[config.mk]
export PLATFORM = sky130hd
export DESIGN_NAME = bri_gate_drv_flat
export DESIGN_NICKNAME = d
export VERILOG_FILES = /design/src/rtl/bri_gate_drv_if.sv /design/src/rtl/bri_gate_drv.sv /design/src/flat_wrapper.sv
export SDC_FILE = /design/constraint.sdc
export NUM_CORES = 1
export LEC_CHECK = 0
export CAP_MARGIN = 40
export CORE_ASPECT_RATIO = 1.4
export CORE_MARGIN = 3
export CORE_UTILIZATION = 45
export DETAILED_ROUTE_END_ITERATION = 8
export PLACE_DENSITY = 0.74
export REMOVE_ABC_BUFFERS = 1
export SYNTH_ARGS = -nofsm -noshare
export SYNTH_HDL_FRONTEND = slang
export SYNTH_SLANG_ARGS = --single-unit
[constraint.sdc]
create_clock -name clk_dds -period 3.6 [get_ports clk_dds]
set_input_delay 0.72 -clock clk_dds [delete_from_list [all_inputs] [get_ports clk_dds]]
set_output_delay 0.72 -clock clk_dds [all_outputs]
set_load 0.005 [all_outputs]
[src/rtl/bri_gate_drv_if.sv]
// Request and gate-enable bundle between the bridge state machine,
// the dead-time/protection stage and the H-bridge gate drivers.
interface bri_gate_drv_if;
    logic up;
    logic down;
    logic fault_clr;
    logic q_ah;
    logic q_al;
    logic q_bh;
    logic q_bl;
    logic active;
    logic fault;
    logic overlap_err;

    modport master (
        output up,
        output down,
        output fault_clr,
        input  q_ah,
        input  q_al,
        input  q_bh,
        input  q_bl,
        input  active,
        input  fault,
        input  overlap_err
    );

    modport slave (
        input  up,
        input  down,
        input  fault_clr,
        output q_ah,
        output q_al,
        output q_bh,
        output q_bl,
        output active,
        output fault,
        output overlap_err
    );
endinterface

[src/rtl/bri_gate_drv.sv]
// Dead-time and shoot-through protection between the up/down diagonal requests
// and the four H-bridge gates, with a latched maximum on-time fault.
module bri_gate_drv #(
    parameter int DEAD_CYC = 8,
    parameter int MAX_ON   = 4096,
    parameter int CNT_W    = 13
) (
    input  logic           clk_dds,
    input  logic           rst,
    bri_gate_drv_if.slave  gd
);

    typedef enum logic [1:0] {
        IDLE   = 2'd0,
        DRV_UP = 2'd1,
        DRV_DN = 2'd2,
        FAULT  = 2'd3
    } state_t;

    localparam logic [CNT_W-1:0] GAP_LAST = CNT_W'(DEAD_CYC - 1);
    localparam logic [CNT_W-1:0] ON_LAST  = CNT_W'(MAX_ON - 1);
    localparam logic [CNT_W-1:0] CNT_ONE  = CNT_W'(1);
    localparam logic [CNT_W-1:0] CNT_ZERO = CNT_W'(0);

    state_t           state_r;
    state_t           state_nx_s;
    logic [CNT_W-1:0] gap_cnt_r;
    logic [CNT_W-1:0] gap_cnt_nx_s;
    logic [CNT_W-1:0] on_cnt_r;
    logic [CNT_W-1:0] on_cnt_nx_s;

    logic req_up_s;
    logic req_dn_s;
    logic gap_done_s;
    logic on_last_s;
    logic clr_ok_s;

    logic q_ah_r;
    logic q_al_r;
    logic q_bh_r;
    logic q_bl_r;
    logic active_r;
    logic fault_r;
    logic overlap_err_r;

    // Both-high collapses to no request, so it can never reach the gates.
    assign req_up_s   = gd.up & ~gd.down;
    assign req_dn_s   = gd.down & ~gd.up;
    assign gap_done_s = (gap_cnt_r == GAP_LAST);
    assign on_last_s  = (on_cnt_r == ON_LAST);
    assign clr_ok_s   = gd.fault_clr & ~gd.up & ~gd.down;

    // Next-state decode.
    always_comb begin
        state_nx_s = state_r;
        case (state_r)
            IDLE: begin
                if (gap_done_s && req_up_s) begin
                    state_nx_s = DRV_UP;
                end else if (gap_done_s && req_dn_s) begin
                    state_nx_s = DRV_DN;
                end else begin
                    state_nx_s = IDLE;
                end
            end
            DRV_UP: begin
                if (!req_up_s) begin
                    state_nx_s = IDLE;
                end else if (on_last_s) begin
                    state_nx_s = FAULT;
                end else begin
                    state_nx_s = DRV_UP;
                end
            end
            DRV_DN: begin
                if (!req_dn_s) begin
                    state_nx_s = IDLE;
                end else if (on_last_s) begin
                    state_nx_s = FAULT;
                end else begin
                    state_nx_s = DRV_DN;
                end
            end
            FAULT: begin
                if (clr_ok_s) begin
                    state_nx_s = IDLE;
                end else begin
                    state_nx_s = FAULT;
                end
            end
            default: begin
                state_nx_s = IDLE;
            end
        endcase
    end

    // Gap counter restarts on each IDLE entry and saturates once the dead time is met.
    always_comb begin
        gap_cnt_nx_s = gap_cnt_r;
        if ((state_nx_s == IDLE) && (state_r != IDLE)) begin
            gap_cnt_nx_s = CNT_ZERO;
        end else if ((state_r == IDLE) && !gap_done_s) begin
            gap_cnt_nx_s = gap_cnt_r + CNT_ONE;
        end else begin
            gap_cnt_nx_s = gap_cnt_r;
        end
    end

    // On-time counter restarts on diagonal entry and counts while the diagonal is held.
    always_comb begin
        on_cnt_nx_s = on_cnt_r;
        if ((state_nx_s != state_r) && ((state_nx_s == DRV_UP) || (state_nx_s == DRV_DN))) begin
            on_cnt_nx_s = CNT_ZERO;
        end else if ((state_nx_s == state_r) && ((state_r == DRV_UP) || (state_r == DRV_DN))) begin
            on_cnt_nx_s = on_cnt_r + CNT_ONE;
        end else begin
            on_cnt_nx_s = on_cnt_r;
        end
    end

    // State and counter registers; reset leaves the gap satisfied for a fast first drive.
    always_ff @(posedge clk_dds or posedge rst) begin
        if (rst) begin
            state_r   <= IDLE;
            gap_cnt_r <= GAP_LAST;
            on_cnt_r  <= CNT_ZERO;
        end else begin
            state_r   <= state_nx_s;
            gap_cnt_r <= gap_cnt_nx_s;
            on_cnt_r  <= on_cnt_nx_s;
        end
    end

    // Gate and flag registers load alongside the state so pins never see decode glitches.
    always_ff @(posedge clk_dds or posedge rst) begin
        if (rst) begin
            q_ah_r        <= 1'b0;
            q_al_r        <= 1'b0;
            q_bh_r        <= 1'b0;
            q_bl_r        <= 1'b0;
            active_r      <= 1'b0;
            fault_r       <= 1'b0;
            overlap_err_r <= 1'b0;
        end else begin
            q_ah_r        <= (state_nx_s == DRV_UP);
            q_bl_r        <= (state_nx_s == DRV_UP);
            q_bh_r        <= (state_nx_s == DRV_DN);
            q_al_r        <= (state_nx_s == DRV_DN);
            active_r      <= (state_nx_s == DRV_UP) || (state_nx_s == DRV_DN);
            fault_r       <= (state_nx_s == FAULT);
            overlap_err_r <= gd.up & gd.down;
        end
    end

    assign gd.q_ah        = q_ah_r;
    assign gd.q_al        = q_al_r;
    assign gd.q_bh        = q_bh_r;
    assign gd.q_bl        = q_bl_r;
    assign gd.active      = active_r;
    assign gd.fault       = fault_r;
    assign gd.overlap_err = overlap_err_r;

endmodule

[src/flat_wrapper.sv]
// flat-port wrapper written by rule: the top's interface ports become plain ports
module bri_gate_drv_flat 
#(
    parameter int DEAD_CYC = 8,
    parameter int MAX_ON   = 4096,
    parameter int CNT_W    = 13
)
  (clk_dds, rst, gd_up, gd_down, gd_fault_clr, gd_q_ah, gd_q_al, gd_q_bh, gd_q_bl, gd_active, gd_fault, gd_overlap_err);
  bri_gate_drv_if gd_i ();
  input  logic clk_dds;
  input  logic rst;
  input wire logic [$bits(gd_i.up)-1:0] gd_up;
  input wire logic [$bits(gd_i.down)-1:0] gd_down;
  input wire logic [$bits(gd_i.fault_clr)-1:0] gd_fault_clr;
  output wire logic [$bits(gd_i.q_ah)-1:0] gd_q_ah;
  output wire logic [$bits(gd_i.q_al)-1:0] gd_q_al;
  output wire logic [$bits(gd_i.q_bh)-1:0] gd_q_bh;
  output wire logic [$bits(gd_i.q_bl)-1:0] gd_q_bl;
  output wire logic [$bits(gd_i.active)-1:0] gd_active;
  output wire logic [$bits(gd_i.fault)-1:0] gd_fault;
  output wire logic [$bits(gd_i.overlap_err)-1:0] gd_overlap_err;
  assign gd_i.up = gd_up;
  assign gd_i.down = gd_down;
  assign gd_i.fault_clr = gd_fault_clr;
  assign gd_q_ah = gd_i.q_ah;
  assign gd_q_al = gd_i.q_al;
  assign gd_q_bh = gd_i.q_bh;
  assign gd_q_bl = gd_i.q_bl;
  assign gd_active = gd_i.active;
  assign gd_fault = gd_i.fault;
  assign gd_overlap_err = gd_i.overlap_err;
  bri_gate_drv #(.DEAD_CYC(DEAD_CYC), .MAX_ON(MAX_ON), .CNT_W(CNT_W)) u_core (.clk_dds(clk_dds), .rst(rst), .gd(gd_i));
endmodule
== Word level (Yosys, flattened, before mapping) ==
Cells that the tools add are included.

* Add/sub/neg operators: 2
* Multiply operators: 0
* Divide/modulo/power cells: 0
* Magnitude comparators: 0
* Equality and inequality tests: 10
* Shift-type cells: 0
* Multiplexer cells: 12
* Bitwise logic cells: 7
* Reduce and logical (&&, ||, !) cells: 14

{| class="wikitable"
|+ Operators by type and width
! kind !! number
|-
| 2-to-1 mux 13 bit || 4
|-
| adder 13 x 1 -> 13 bit, second input constant || 2
|-
| == test 13 x 12 -> 1 bit, second input constant || 1
|-
| == test 13 x 3 -> 1 bit, second input constant || 1
|-
| 2-to-1 mux 2 bit || 6
|-
| == test 2 bit, second input constant || 4
|-
| one-hot mux 2 bit (4 select lines) || 1
|-
| logical AND 1 bit || 6
|-
| nonzero test 2 bit || 3
|-
| AND 1 bit || 5
|-
| == test 2 x 1 -> 1 bit, second input constant || 2
|-
| zero test 2 bit || 2
|-
| == test 2 bit || 1
|-
| logical OR 1 bit || 2
|-
| != test 2 bit || 1
|-
| inverter 1 bit || 2
|-
| zero test 1 bit || 1
|-
| 2-to-1 mux 1 bit || 1
|}

* Flip-flop bits (word level): 33
* Latch bits: 0
* Bits in writable memories: 0
* ROM bits: 0
* Input bits: 5
* Word-level logic and storage cells: 53
* Memories: 0

== Depth between registers and ports, before layout ==
* Depth after elaboration: 10
* Mapped depth: 11
* Gate-level depth less buffers: 11

== Worst setup path after synthesis ==
OpenSTA, ideal clock, no wires.

* Path type: register to register
* Start point: register u_core.state_r[0]
* End point: register u_core.on_cnt_r[10]
* Setup time: 0.078 ns
* Arrival time: 2.805 ns
* Required time: 3.522 ns
* Setup slack: 0.717 ns
* Cell stages (with the launch flop): 11
* Buffers on the path: 0
* Period minus slack after synthesis: 2.883 ns
* Path through: dfrtp_1 inv_1 ha_1 or4bb_2 nor4_2 o21ai_4 ha_1 nor2_1 mux2i_4 nand2_1 a21oi_1

* Longest elaborated chain between the ends: 6

{| class="wikitable"
|+ Ends and longest elaborated chain
! element !! RTL line !! RTL
|-
| from (decl) || bri_gate_drv.sv:25 || <nowiki>state_t state_r;</nowiki>
|-
| from (signal assigned) || bri_gate_drv.sv:128 || <nowiki>state_r <= state_nx_s;</nowiki>
|-
| == test 2 bit (tied with other cells) || bri_gate_drv.sv:56 || <nowiki>case (state_r)</nowiki>
|-
| one-hot mux 2 bit (4 select lines) || bri_gate_drv.sv:56 ||
|-
| == test 2 x 1 -> 1 bit / == test 2 bit (equally long branches) || bri_gate_drv.sv:112 || <nowiki>if ((state_nx_s != state_r) && ((state_nx_s == DRV_UP) || (state_nx_s == DRV_DN))) begin</nowiki>
|-
| logical OR 1 bit || bri_gate_drv.sv:112 ||
|-
| logical AND 1 bit || bri_gate_drv.sv:112 ||
|-
| 2-to-1 mux 13 bit / nonzero test 2 bit (equally long branches) || n/a ||
|-
| to (signal assigned) || bri_gate_drv.sv:130 || <nowiki>on_cnt_r <= on_cnt_nx_s;</nowiki>
|-
| to (decl) || bri_gate_drv.sv:29 || <nowiki>logic [CNT_W-1:0] on_cnt_r;</nowiki>
|}

Parallel ways exist; a longest one is shown, timed or not.
A chain may end at the register's enable or synchronous reset.

== Worst setup path after layout ==
* Start point: input gd_up
* End point: register u_core.on_cnt_r[8]

* Longest elaborated chain between the ends: 10

{| class="wikitable"
|+ Ends and longest elaborated chain
! element !! RTL line !! RTL
|-
| from (decl) || flat_wrapper.sv:12 || <nowiki>input wire logic [$bits(gd_i.up)-1:0] gd_up;</nowiki>
|-
| inverter 1 bit || bri_gate_drv.sv:48, bri_gate_drv.sv:51 ||
|-
| AND 1 bit || bri_gate_drv.sv:48 || <nowiki>assign req_dn_s = gd.down & ~gd.up;</nowiki>
|-
| logical AND 1 bit || bri_gate_drv.sv:60 || <nowiki>end else if (gap_done_s && req_dn_s) begin</nowiki>
|-
| 2-to-1 mux 2 bit || bri_gate_drv.sv:60 ||
|-
| 2-to-1 mux 2 bit || bri_gate_drv.sv:58 || <nowiki>if (gap_done_s && req_up_s) begin</nowiki>
|-
| one-hot mux 2 bit (4 select lines) (*) || bri_gate_drv.sv:56 ||
|-
| == test 2 x 1 -> 1 bit / == test 2 bit (equally long branches) || bri_gate_drv.sv:112 ||
|-
| logical OR 1 bit || bri_gate_drv.sv:112 ||
|-
| logical AND 1 bit || bri_gate_drv.sv:112 ||
|-
| 2-to-1 mux 13 bit / nonzero test 2 bit (equally long branches) || n/a ||
|}

Mark *: on every way between the ends. The rest lies on a longest branch, timed or not.

==> out/qor.log <==
qor: outcome.outcome finished, final reports clean
qor: cts.cts_sinks 33
qor: worst_hold_path.min_delay_path_depth 1
qor: placed_design.place_congestion 0.854
qor: flow_run.timing.max_cap.violations 0
qor: placed_design.dpl.hpwl 2950 um
qor: global_routing.antenna_violations_before_repair 0
qor: worst_hold_path.worst_hold_end u_core.on_cnt_r[6]$_DFFE_PP0P_
qor: worst_hold_path.min-delay-start u_core.on_cnt_r[6]$_DFFE_PP0P_
qor: timing.tns 0 ps
qor: detailed_routing.drtPass1Iterations 4
qor: cells_and_area.post_route_cells_drive_above_1_share 15.9%
qor: setup_path.endpoint_of_the_worst_slack_reg_to_reg_timing_path u_core.on_cnt_r[8]$_DFFE_PP0P_
qor: setup_path.start_kind primary input
qor: global_routing.total_grt_usage 17.1%
qor: floorplanning.floorplan.die.width 63.7 um
qor: timing.clock-skew-final 3.81 ps
qor: timing.max_freq 310 MHz
qor: yosys.main_combinational_cell_family_by_area_after_synthesis simple AND/OR/NAND/NOR gates
qor: yosys.ys_seq_area_share 39.6%
qor: floorplanning.die_ar 0.00553 mm2
qor: yosys.yosys.area_share.adder 4.77%
qor: setup_path.worst_ep_arrival_time 3430 ps
qor: yosys.post_synth_and_or_nand_nor_area_fraction 26.0%
qor: cts.tritoncts_clock_tree done
qor: timing.grt_setup_unrepaired false
qor: cts.h-tree-depth 2
qor: power_and_ir_drop.power_leakage 0.980 nW
qor: cts.post_cts.resized_instances 0
qor: yosys.number_of_synthesized_flops_with_an_enable_pin 0
qor: global_routing.grt_overflow_total 0
qor: global_routing.grt_max_degree 34
qor: yosys.synth_area_leaders sky130_fd_sc_hd__dfrtp_1 (36%), sky130_fd_sc_hd__ha_1 (4.8%), sky130_fd_sc_hd__nor2_1 (4.7%)
qor: yosys.syn-instance-count 204
qor: timing.final.period_utilization 89.5%
qor: cts.hold_buffers 0
qor: global_routing.wire_length_of_the_first_global_routing_pass 7440 um
qor: setup_path.timing_worst_setup_path_type in -> reg
qor: yosys.synth-async-reset-ratio 100%
qor: yosys.synth_area 0.00210 mm2
qor: cts.clk-insertion-delay-late 280 ps
qor: placed_design.numPlacedInstances 272
qor: yosys.synth_top_cells_by_count sky130_fd_sc_hd__dfrtp_1 (30), sky130_fd_sc_hd__nor2_1 (26), sky130_fd_sc_hd__nand3_1 (15), sky130_fd_sc_hd__inv_1 (14), sky130_fd_sc_hd__nand4_1 (13)
qor: power_and_ir_drop.worst_ir_drop_vdd 0.000484 V
qor: timing.report.final.setup_viol 0
qor: cells_and_area.n_antenna_cell 0
qor: floorplanning.placeableCoreArea 0.00434 mm2
qor: placed_design.port_buffers 11
qor: timing.slew_viol_final 0
qor: detailed_routing.totalWireLength 4090 um
qor: cts.clockBufferDepth 2
qor: detailed_routing.routed-via-count 1587
qor: cells_and_area.layout.nets 232
qor: setup_path.ff2ff_setup_slack 470 ps
qor: floorplanning.initial_utilization 48.3%
qor: timing.worst_slew_pin_slew 456 ps
qor: cells_and_area.area_growth_syn_to_layout 12.6%
qor: detailed_routing.ant_nets 0
qor: cts.worst_setup_hold_path_clk_slew 70 ps
qor: detailed_routing.avgRoutedWirePerCell 14.6 um
qor: floorplanning.floorplan.io_pins 12
qor: yosys.area_share_of_the_largest_cell_type_after_synthesis 35.8%
qor: yosys.synth_cell_types 46
qor: yosys.flops_latches_synth 33
qor: worst_hold_path.worstHoldPathType reg -> reg
qor: yosys.synthMostInstantiatedCell sky130_fd_sc_hd__dfrtp_1
qor: yosys.synthDominantAreaCellType sky130_fd_sc_hd__dfrtp_1
qor: cts.cts_setup_buffers 0
qor: setup_path.worstPathMaxFanout 7
qor: floorplanning.vertical_extent_of_the_die 86.8 um
qor: detailed_routing.drt-vias-per-instance 5.67
qor: yosys.synth_compound_gate_area_share 11.3%
qor: setup_path.worstReg2RegStart u_core.state_r[0]$_DFF_PP0_
qor: cells_and_area.final-instance-count-excl-fill 280
qor: yosys.synth_xor_area_share 9.19%
qor: global_routing.grt_pass1_vias 1654
qor: floorplanning.placementRows 28
qor: timing.slew-limit-headroom 69.3%
qor: setup_path.r2r_cells 10
qor: detailed_routing.drt_iter0_markers 64
qor: yosys.synth_warnings 0
qor: setup_path.crit_path_end_kind flop
qor: timing.timing.final.crit_period 3220 ps
qor: yosys.synth_top_flop_cell sky130_fd_sc_hd__dfrtp_1
qor: yosys.synth.area.mux_share 4.53%
qor: detailed_routing.detail_route.drc_violations 0
qor: setup_path.worst-endpoint-required 3810 ps
qor: yosys.synth.avg_cell_area 10.3 um2
qor: power_and_ir_drop.power_density 800 mW/mm2
qor: cts.number_of_buffers_created_by_cts 5
qor: timing.hold_viol_final 0
qor: cts.root_buffer sky130_fd_sc_hd__clkbuf_8
==> flip-flops by register name (all words and copies together), names as in the netlist <==
name                   cells
u_core.gd.q_ah             1
u_core.gd.fault            1
u_core.on_cnt_r           13
u_core.state_r             2
u_core.gap_cnt_r          13
u_core.gd.q_al             1
u_core.gd.overlap_err      1
u_core.gd.active           1
==> report_power, final <==
group          internal [mW]  total, mW  switching, mW
clock                  0.173      0.308          0.135
sequential             0.445      0.518         0.0727
combinational          0.424       1.06          0.639
total                   1.04       1.89          0.847
==> area by class of cell <==
type / count / area [um2]
fill: 425 / 1980
multi-input combinational: 151 / 1170
sequential: 33 / 830
timing repair buffer: 14 / 133
clock buffer: 7 / 96.3
tap: 60 / 75.1
inverter: 14 / 52.6
clock inverter: 1 / 5.00
==> cells by family (layout without fill, tap and decap cells) <==
logic type | after synthesis | after routing
buf+inv | 20 | 36
xor+xnor | 16 | 16
fa+ha+maj | 8 | 8
mux | 7 | 7
compound gates | 23 | 23
flops | 33 | 33
simple gates | 97 | 97
==> worst max path at each step <==
| stage | from | end | slack (ps) | cells past startpoint |
|---|---|---|---|---|
| 6_report | gd_up | u_core.on_cnt_r[8]$_DFFE_PP0P_ | 380 | 9 |
| 2_1_floorplan | u_core.state_r[0]$_DFF_PP0_ | u_core.on_cnt_r[10]$_DFFE_PP0P_ | 720 | 10 |
| 3_5_place_dp | gd_up | u_core.on_cnt_r[8]$_DFFE_PP0P_ | 90 | 9 |
| 4_1_cts | gd_up | u_core.on_cnt_r[8]$_DFFE_PP0P_ | 380 | 9 |
| 3_3_place_gp | gd_up | u_core.on_cnt_r[8]$_DFFE_PP0P_ | 170 | 9 |
| 5_1_grt | gd_up | u_core.on_cnt_r[8]$_DFFE_PP0P_ | 190 | 9 |
==> placed cells by master (no fill, tap or decap), types with 7 or more instances in the layout <==
master,Yosys,layout
sky130_fd_sc_hd__dfrtp_1,30,30
sky130_fd_sc_hd__clkdlybuf4s50_1,0,11
sky130_fd_sc_hd__ha_1,8,8
sky130_fd_sc_hd__inv_1,14,14
sky130_fd_sc_hd__nand4_1,13,13
sky130_fd_sc_hd__or4_1,9,9
sky130_fd_sc_hd__xnor2_1,7,7
sky130_fd_sc_hd__nand3_1,15,15
sky130_fd_sc_hd__nor2_1,26,26
sky130_fd_sc_hd__clkbuf_8,0,7
sky130_fd_sc_hd__nand2_1,11,11
==> worst max-delay path, cell delays in order <==
cell and delay [ps]:
sky130_fd_sc_hd__clkdlybuf4s50_1 490, sky130_fd_sc_hd__or4bb_2 670, sky130_fd_sc_hd__nor4_2 300, sky130_fd_sc_hd__o21ai_4 190, sky130_fd_sc_hd__ha_1 400, sky130_fd_sc_hd__nor2_1 90, sky130_fd_sc_hd__mux2i_4 260, sky130_fd_sc_hd__nand2_1 150
sky130_fd_sc_hd__a21oi_1 150
==> metrics by stage <==
| step | total power [mW] | util [%] | setup slack (ps) | cell area, um2 | hold WS [ps] |
|---|---|---|---|---|---|
| 3_3_place_gp | 1.57 | 52.0 | 167 | 2260 | 497 |
| 6_report | 1.89 | 54.3 | 378 | 2360 | 538 |
| 4_1_cts | 1.91 | 54.3 | 379 | 2360 | 535 |
| 3_5_place_dp | 1.58 | 52.0 | 87.6 | 2260 | 522 |
| 2_1_floorplan | 1.31 | - | 717 | 2050 | 460 |
| 5_1_grt | 2.05 | 54.3 | 195 | 2360 | 563 |
==> metal layers <==
metal	track usage (%)	wire length (um)
met5	0	0
met4	7.27	82
met3	3.63	108
met2	30.7	2210
met1	19.4	1690
No activity file was read; power rests on OpenSTA's default activity.
